==> src/rtl/regfile_wb_arbiter_pkg.sv <==
// Shared constants and types for the register-file writeback arbiter.
// Latency: n/a (declarations only).
// Backpressure: n/a (declarations only).
package regfile_wb_arbiter_pkg;

    // Default bus widths and register-file geometry.
    localparam int DATAW    = 32;
    localparam int ADDRW    = 5;
    localparam int NUM_REGS = 32;

    // Register x0 is hardwired to zero: writes to it are dropped and reads are never bypassed.
    localparam logic [ADDRW-1:0] X0_ADDR = '0;

    // Identifies one of the two writeback requesters.
    typedef enum logic {
        REQ_ALU  = 1'b0,
        REQ_LOAD = 1'b1
    } req_id_t;

    // Returns the opposite requester; used to alternate on a tie.
    function automatic req_id_t other_req(input req_id_t id);
        return (id == REQ_ALU) ? REQ_LOAD : REQ_ALU;
    endfunction

endpackage

==> src/rtl/regfile_wb_arbiter_rr_arbiter2.sv <==
// Two-way round-robin arbiter with a last-grant pointer.
// Latency: grant is combinational from the valids in the same cycle; the pointer updates on the next edge.
// Backpressure: at most one grant per cycle; no grant while reset is high.
module rr_arbiter2 (
    input  logic                                clock,
    input  logic                                reset,
    input  logic [1:0]                          req_valid,
    output logic [1:0]                          grant,
    output regfile_wb_arbiter_pkg::req_id_t     grant_id
);
    import regfile_wb_arbiter_pkg::*;

    // Requester that won the most recent grant; a tie goes to the other one.
    req_id_t last_id;

    // Pick the winner: a lone valid wins outright, a tie goes to whoever did not win last.
    always_comb begin
        grant    = 2'b00;
        grant_id = REQ_ALU;
        if (!reset) begin
            case (req_valid)
                2'b01: begin
                    grant_id = REQ_ALU;
                    grant    = 2'b01;
                end
                2'b10: begin
                    grant_id = REQ_LOAD;
                    grant    = 2'b10;
                end
                2'b11: begin
                    grant_id = other_req(last_id);
                    grant    = (other_req(last_id) == REQ_LOAD) ? 2'b10 : 2'b01;
                end
                default: begin
                    grant_id = REQ_ALU;
                    grant    = 2'b00;
                end
            endcase
        end
    end

    // Remember the last winner; reset points at the load unit so the ALU wins the first tie.
    always_ff @(posedge clock) begin
        if (reset) begin
            last_id <= REQ_LOAD;
        end else if (|grant) begin
            last_id <= grant_id;
        end
    end

endmodule

==> src/rtl/regfile_wb_arbiter.sv <==
// Arbitrates two writeback requesters onto one register-file write port, bypasses reads, counts conflicts.
// Latency: one cycle from grant to wb_enable/wb_addr/wb_data; bypass muxes are combinational.
// Backpressure: ready is combinational from both valids; the loser of a tie holds its request until granted.
module regfile_wb_arbiter #(
    parameter int DATAW = regfile_wb_arbiter_pkg::DATAW,
    parameter int ADDRW = regfile_wb_arbiter_pkg::ADDRW,
    parameter int CNTW  = 16
) (
    input  logic             clock,
    input  logic             reset,
    input  logic             req0_valid,
    input  logic [ADDRW-1:0] req0_addr,
    input  logic [DATAW-1:0] req0_data,
    output logic             req0_ready,
    input  logic             req1_valid,
    input  logic [ADDRW-1:0] req1_addr,
    input  logic [DATAW-1:0] req1_data,
    output logic             req1_ready,
    output logic             wb_enable,
    output logic [ADDRW-1:0] wb_addr,
    output logic [DATAW-1:0] wb_data,
    input  logic [ADDRW-1:0] rs1_addr,
    input  logic [ADDRW-1:0] rs2_addr,
    input  logic [DATAW-1:0] rf_rs1_data,
    input  logic [DATAW-1:0] rf_rs2_data,
    output logic [DATAW-1:0] rs1_data,
    output logic [DATAW-1:0] rs2_data,
    output logic [CNTW-1:0]  conflict_cnt
);
    import regfile_wb_arbiter_pkg::*;

    // One writeback transaction: destination register and value.
    typedef struct packed {
        logic [ADDRW-1:0] addr;
        logic [DATAW-1:0] data;
    } wb_req_t;

    localparam logic [ADDRW-1:0] ZERO_REG = ADDRW'(X0_ADDR);

    logic [1:0] req_valid;
    logic [1:0] grant;
    req_id_t    grant_id;
    logic       grant_any;
    logic       both_valid;
    wb_req_t    req0_pkt;
    wb_req_t    req1_pkt;
    wb_req_t    gnt_pkt;
    wb_req_t    wb_pkt;

    assign req_valid  = {req1_valid, req0_valid};
    assign both_valid = req0_valid & req1_valid;
    assign req0_pkt   = '{addr: req0_addr, data: req0_data};
    assign req1_pkt   = '{addr: req1_addr, data: req1_data};

    rr_arbiter2 u_arb (
        .clock     (clock),
        .reset     (reset),
        .req_valid (req_valid),
        .grant     (grant),
        .grant_id  (grant_id)
    );

    assign req0_ready = grant[0];
    assign req1_ready = grant[1];
    assign grant_any  = |grant;

    // Select the payload of whichever requester won this cycle.
    always_comb begin
        gnt_pkt = req0_pkt;
        if (grant_id == REQ_LOAD) begin
            gnt_pkt = req1_pkt;
        end
    end

    // Register the granted write; x0 writes are accepted but never enable the port.
    always_ff @(posedge clock) begin
        if (reset) begin
            wb_enable <= 1'b0;
            wb_pkt    <= '0;
        end else begin
            wb_enable <= grant_any && (gnt_pkt.addr != ZERO_REG);
            if (grant_any) begin
                wb_pkt <= gnt_pkt;
            end
        end
    end

    assign wb_addr = wb_pkt.addr;
    assign wb_data = wb_pkt.data;

    // Count cycles where both requesters compete, saturating at all-ones.
    always_ff @(posedge clock) begin
        if (reset) begin
            conflict_cnt <= '0;
        end else if (both_valid && (conflict_cnt != {CNTW{1'b1}})) begin
            conflict_cnt <= conflict_cnt + 1'b1;
        end
    end

    // Forward the pending write to each read port independently; x0 never matches since wb_enable excludes it.
    always_comb begin
        rs1_data = rf_rs1_data;
        rs2_data = rf_rs2_data;
        if (wb_enable && (wb_addr == rs1_addr)) begin
            rs1_data = wb_data;
        end
        if (wb_enable && (wb_addr == rs2_addr)) begin
            rs2_data = wb_data;
        end
    end

endmodule

==> config.mk <==
export PLATFORM = sky130hd
export DESIGN_NAME = regfile_wb_arbiter
export DESIGN_NICKNAME = d
export VERILOG_FILES = /design/src/rtl/regfile_wb_arbiter_pkg.sv /design/src/rtl/regfile_wb_arbiter_rr_arbiter2.sv /design/src/rtl/regfile_wb_arbiter.sv
export SDC_FILE = /design/constraint.sdc
export NUM_CORES = 1
export LEC_CHECK = 0
export CORE_MARGIN = 8
export CORE_UTILIZATION = 30
export CTS_CLUSTER_SIZE = 24
export DETAILED_ROUTE_END_ITERATION = 10
export PLACE_DENSITY = 0.77
export SETUP_SLACK_MARGIN = 0.2
export SYNTH_ARGS = -nofsm -noshare
export SYNTH_HDL_FRONTEND = slang
export SYNTH_HIERARCHICAL = 1
export SYNTH_SLANG_ARGS = --single-unit
==> constraint.sdc <==
create_clock -name clock -period 3.15 [get_ports clock]
set_clock_uncertainty 0.15 [all_clocks]
set_input_delay 0.945 -clock clock [delete_from_list [all_inputs] [get_ports clock]]
set_output_delay 0.945 -clock clock [all_outputs]
set_load 0.01 [all_outputs]
### Word-level counts from Yosys, hierarchy flattened

Cells that the tools add are included.

| storage, ports and cells | value |
|---|---|
| register bits | 55 |
| output and inout port bits | 120 |
| logic and storage cells | 28 |

| operators by class | value |
|---|---|
| add/subtract/negate cells | 1 |
| equal/unequal tests | 6 |
| mux-type cells | 9 |
| bitwise logic cells | 1 |
| reduce and logical (&&, ||, !) cells | 6 |

Operators with widths:

| kind | number |
|---|---|
| two-way mux 32 bit | 2 |
| two-way mux 37 bit | 1 |
| adder 16 x 1 -> 16 bit, second input constant | 1 |
| != test 16 bit, second input constant | 1 |
| == test 5 bit | 2 |
| case mux 2 bit (3 select lines) | 1 |
| nonzero test 5 bit | 1 |
| == test 2 bit, second input constant | 2 |
| logical AND 1 bit | 4 |
| two-way mux 2 bit | 2 |
| == test 2 x 1 -> 1 bit, second input constant | 1 |
| two-way mux 1 bit | 2 |
| case mux 1 bit (2 select lines) | 1 |
| OR reduction 2 bit | 1 |
| AND 1 bit | 1 |

### Logic depth before layout (Yosys ltp)

| logic depth | value |
|---|---|
| depth in word-level cells | 6 |
| depth in mapped cells | 7 |

### Cells and area by module

The synthesis kept the hierarchy.

By module, submodules not included:

| module | instances | cells an instance | area an instance (um^2) | sequential area each (um^2) |
|---|---|---|---|---|
| regfile_wb_arbiter | 1 | 356 | 3382.0 | 1081.0 |
| rr_arbiter2 | 1 | 9 | 66.3 | 20.0 |

### Worst setup path after synthesis

No wires, ideal clock.

| path | value |
|---|---|
| kind | input-to-output |
| start | input port rs2_addr[1] |
| end | output port rs2_data[11] |
| data arrival time | 2240 ps |
| required time | 2055 ps |
| setup slack | -185 ps |
| stages on the path | 6 |
| cell sequence | xor2_1 -> nor4_1 -> and3_1 -> clkbuf_1 -> buf_2 -> mux2_1 |

| between the ends | value |
|---|---|
| cells in the longest elaborated chain, start to end | 3 |

Ends and longest elaborated chain:

| element | line | RTL |
|---|---|---|
| start, declared | regfile_wb_arbiter.sv:23 | `input logic [ADDRW-1:0] rs2_addr,` |
| == test 5 bit | regfile_wb_arbiter.sv:107 | `if (wb_enable && (wb_addr == rs2_addr)) begin` |
| logical AND 1 bit | regfile_wb_arbiter.sv:107 |  |
| two-way mux 32 bit | regfile_wb_arbiter.sv:107 |  |
| end, declared | regfile_wb_arbiter.sv:27 | `output logic [DATAW-1:0] rs2_data,` |

No other way between the ends.

### Final worst setup path

| path | value |
|---|---|
| start | input port rs2_addr[1] |
| end | output port rs2_data[9] |

Same word-level chain as after synthesis.

==> Flow_metrics.wiki <==
{| class="wikitable"
! Metric !! Value
|-
| Setup repair after global routing missed its margin || true
|-
| Total nets after synthesis || between 500 and 600
|-
| Total clock buffers created by CTS || 5
|-
| Core box area || 11300 um2
|-
| Count of buffers from port buffering || 271
|-
| Most common cell after layout, fill and taps aside || sky130_fd_sc_hd__clkdlybuf4s50_1
|-
| Horizontal die dimension || around 120 um
|-
| Flip-flop cell with the highest count after synthesis || sky130_fd_sc_hd__dfxtp_1
|-
| Transition time at the pin with the least slew margin || about 630 ps
|-
| Yosys Warn Count || 6
|-
| Combinational family with the most area after synthesis || multiplexers
|-
| Power Dens Cells || 295 nW/um2
|-
| Count of flip-flops with a built-in enable after synthesis || 0
|-
| Number of H-tree branching levels || 2
|-
| Achievable Freq || 0.279 GHz
|-
| Vertical die dimension || between 100 and 150 um
|-
| Vias in the first global route || 4000
|-
| Number of storage elements in the synthesis netlist || 55
|-
| Gpl congestion || slightly below 0.9
|-
| Sequential-to-total area share from yosys stat || 0.319
|-
| DP Worst Slack || -1080 ps
|-
| Boundary Pins || between 200 and 300
|-
| Register clock-pin slew on the reported worst setup and hold paths || ~70 ps
|-
| Root Buffer Master || sky130_fd_sc_hd__clkbuf_16
|-
| Simple-Gate Fraction of Synth Area || 0.150
|-
| DPL Wire Length || about 13000 um
|-
| Xor/xnor share of the synthesized area || 0.0305
|-
| Wirelength per Cell || approximately 21 um
|-
| Area used by multi-input combinational logic || around 2500 um2
|-
| Post-route minimum period || ~3600 ps
|-
| Slew headroom || 0.582
|-
| Residual DRC || 0
|-
| Adder-Cell Fraction of Synth Area || 0.00363
|-
| Worst endpoint required time || 2050 ps
|-
| Fraction of final layout cells sized beyond drive strength 1 || 0.295
|-
| Final clock period utilization by the worst path || 1.14
|-
| Cell area after technology mapping || approximately 3400 um2
|-
| Commonest cells after routing, fill and taps aside || sky130_fd_sc_hd__clkdlybuf4s50_1 (192), sky130_fd_sc_hd__mux2_4 (64), sky130_fd_sc_hd__buf_6 (64), sky130_fd_sc_hd__dfxtp_1 (55), sky130_fd_sc_hd__nor2_1 (44)
|-
| Compound-cell area share of the yosys netlist || 0.128
|-
| Run status || finished, violations left
|-
| Layout overhead on the synthesized area || 104%
|-
| Remaining Overflow, GRT || 0
|-
| Footprint of the flip-flops and latches || around 1100 um2
|-
| Unique cell type count in the Yosys netlist || between 40 and 50
|-
| Setup TNS Final || -22830 ps
|-
| Slew Viols, Final || 0
|-
| Mean Syn Cell Area || 9.45 um2
|-
| Ant diodes || 0
|-
| Critical-path maximum fanout || 7
|-
| Effective utilization at floorplan || 0.305
|-
| Layout fillers || between 900 and 1000
|-
| Net count of the finished layout || approximately 800
|-
| Initial antenna violation count || 0
|-
| Largest buffer count on any clock path || 2
|-
| Clk_lat worst skew || about 290 ps
|-
| Via density per instance || approximately 5
|-
| Utilization after layout || 0.622
|-
| Total non-filler cell area in the finished layout || 7040 um2
|-
| Number of clock sinks seen by CTS || 55
|-
| Critical Path Start Type || input pin
|-
| Class of the tightest hold or removal check || flip-flop to flip-flop
|-
| Power after layout || 0.00207 W
|-
| Area of the die || between 15000 and 20000 um2
|-
| Leakage power of the design || ~2.8 nW
|-
| Post-CTS Hold Buffers || 0
|-
| Failing checks || negative setup slack
|-
| Element type at the critical path end || output port
|-
| Total number of vias || 3989
|-
| Max IR drop VDD || approximately 0.00024 V
|-
| Placement Cell Area || between 6000 and 7000 um2
|-
| Number of core rows || 39
|-
| TritonCTS clock tree || built
|-
| Post-synthesis mux area share || 0.329
|-
| First-pass GRT wire length || 24100 um
|-
| Initial drt markers || 116
|-
| Final critical-path setup slack || -436 ps
|-
| Setup violation total in the final timing report || 64
|-
| CP Class || input pin to output port
|-
| Total routing usage reported by global routing || 0.205
|-
| Final Hold Fails || 0
|-
| Post-synthesis async set-or-reset flop share || 0
|-
| Antenna-violating nets left || 0
|-
| Number of optimization iterations in the first detailed-route pass || 4
|-
| Crit path DAT || between 2000 and 2500 ps
|-
| # Max-Cap Violations || 0
|-
| Pin count of the biggest net entering global routing || 76
|-
| Synthesized instance count || ~370
|-
| Total Routed Length || ~17000 um
|}
report_power, final:
part	switching, W	internal (W)	leakage (nW)
Sequential	0.0000601	0.000743	0.452
Combinational	0.000263	0.000460	2.29
Clock	0.000253	0.000294	0.0669
Total	0.000576	0.00150	2.81
final timing paths:
check                                        end  slack, ps  cells after the start            start
worst max-delay path                 rs2_data[9]       -440                      9      rs2_addr[1]
worst min-delay path               u_arb/last_id        370                      2    u_arb/last_id
worst max register to register  conflict_cnt[15]        830                      4  conflict_cnt[8]
worst min register to register     u_arb/last_id        370                      2    u_arb/last_id
worst max-delay path: stages:
cell and delay (ps):
sky130_fd_sc_hd__buf_6 90, sky130_fd_sc_hd__xor2_2 140, sky130_fd_sc_hd__nor4_2 290, sky130_fd_sc_hd__and3_4 240, sky130_fd_sc_hd__buf_12 120, sky130_fd_sc_hd__buf_8 100, sky130_fd_sc_hd__buf_16 130, sky130_fd_sc_hd__mux2_4 300
sky130_fd_sc_hd__buf_6 120
registers in the layout, summed over array words and instances, names as in the netlist:
register	count
conflict_cnt	16
wb_addr	5
wb_data	32
wb_enable	1
u_arb/last_id	1
cells in the mapped netlist, types with 2 or more instances:
library cell               instances  share of area
sky130_fd_sc_hd__o21ai_0           2         0.0029
sky130_fd_sc_hd__mux2i_1          37           0.11
sky130_fd_sc_hd__nor3_1            2         0.0029
sky130_fd_sc_hd__xor2_1            9          0.023
sky130_fd_sc_hd__or3_1             3         0.0054
sky130_fd_sc_hd__inv_1             3         0.0033
sky130_fd_sc_hd__xnor2_1           3         0.0076
sky130_fd_sc_hd__dfxtp_1          55           0.32
sky130_fd_sc_hd__nor2b_1           3         0.0054
sky130_fd_sc_hd__nor4_1            7          0.013
sky130_fd_sc_hd__mux2_2           63           0.21
sky130_fd_sc_hd__nand2_1           8         0.0087
sky130_fd_sc_hd__buf_2            10          0.015
sky130_fd_sc_hd__or2_2             2         0.0036
sky130_fd_sc_hd__nor2_1           44          0.048
sky130_fd_sc_hd__and3_1            8          0.015
sky130_fd_sc_hd__nand4_1           3         0.0054
sky130_fd_sc_hd__nand3_1           6         0.0087
sky130_fd_sc_hd__a21oi_1           5         0.0073
sky130_fd_sc_hd__o31ai_1           4         0.0087
sky130_fd_sc_hd__a211oi_1         38          0.083
sky130_fd_sc_hd__or4_1             4         0.0087
sky130_fd_sc_hd__o21a_1            2         0.0044
sky130_fd_sc_hd__mux2_1            5          0.016
sky130_fd_sc_hd__clkbuf_1         17          0.019
routing by layer:
| layer | global-route usage | up-vias | routed length, um |
|---|---|---|---|
| met5 | 0 | - | 0 |
| met4 | 0.0512 | 0 | 257 |
| met3 | 0.0516 | 17 | 1310 |
| met2 | 0.391 | 147 | 8960 |
| met1 | 0.218 | 1902 | 6170 |
| li1 | - | 1923 | - |
repair_timing:
action                     4_1_cts  5_1_grt
cloned                           4        0
setup endpoints to repair       66       64
resized for setup              376        5
pin swaps                        5        3
buffers inserted                 8        0
metrics by stage:
step / hold slack (ps) / cells
CTS: 375 / 787
floorplan: 333 / 365
finish: 375 / 787
global route: 418 / 787
detailed placement: 361 / 767
global placement: 343 / 767
logic make-up after synthesis:
kind of cell / count (synthesis)
muxes: 105
and+or+nand+nor: 101
AOI/OAI and AO/OA: 60
DFF: 55
buffers and inverters: 31
xor gates and xnor gates: 12
adders and majority gates: 1
final cells by class:
type / count / area share
multi-input combinational: 279 / 0.353
clock inverter: 2 / 0.00178
sequential: 55 / 0.156
inverter: 3 / 0.00160
timing repair buffer: 299 / 0.443
clock buffer: 6 / 0.0183
tap: 143 / 0.0254
Power figures use the tool's default switching activity.
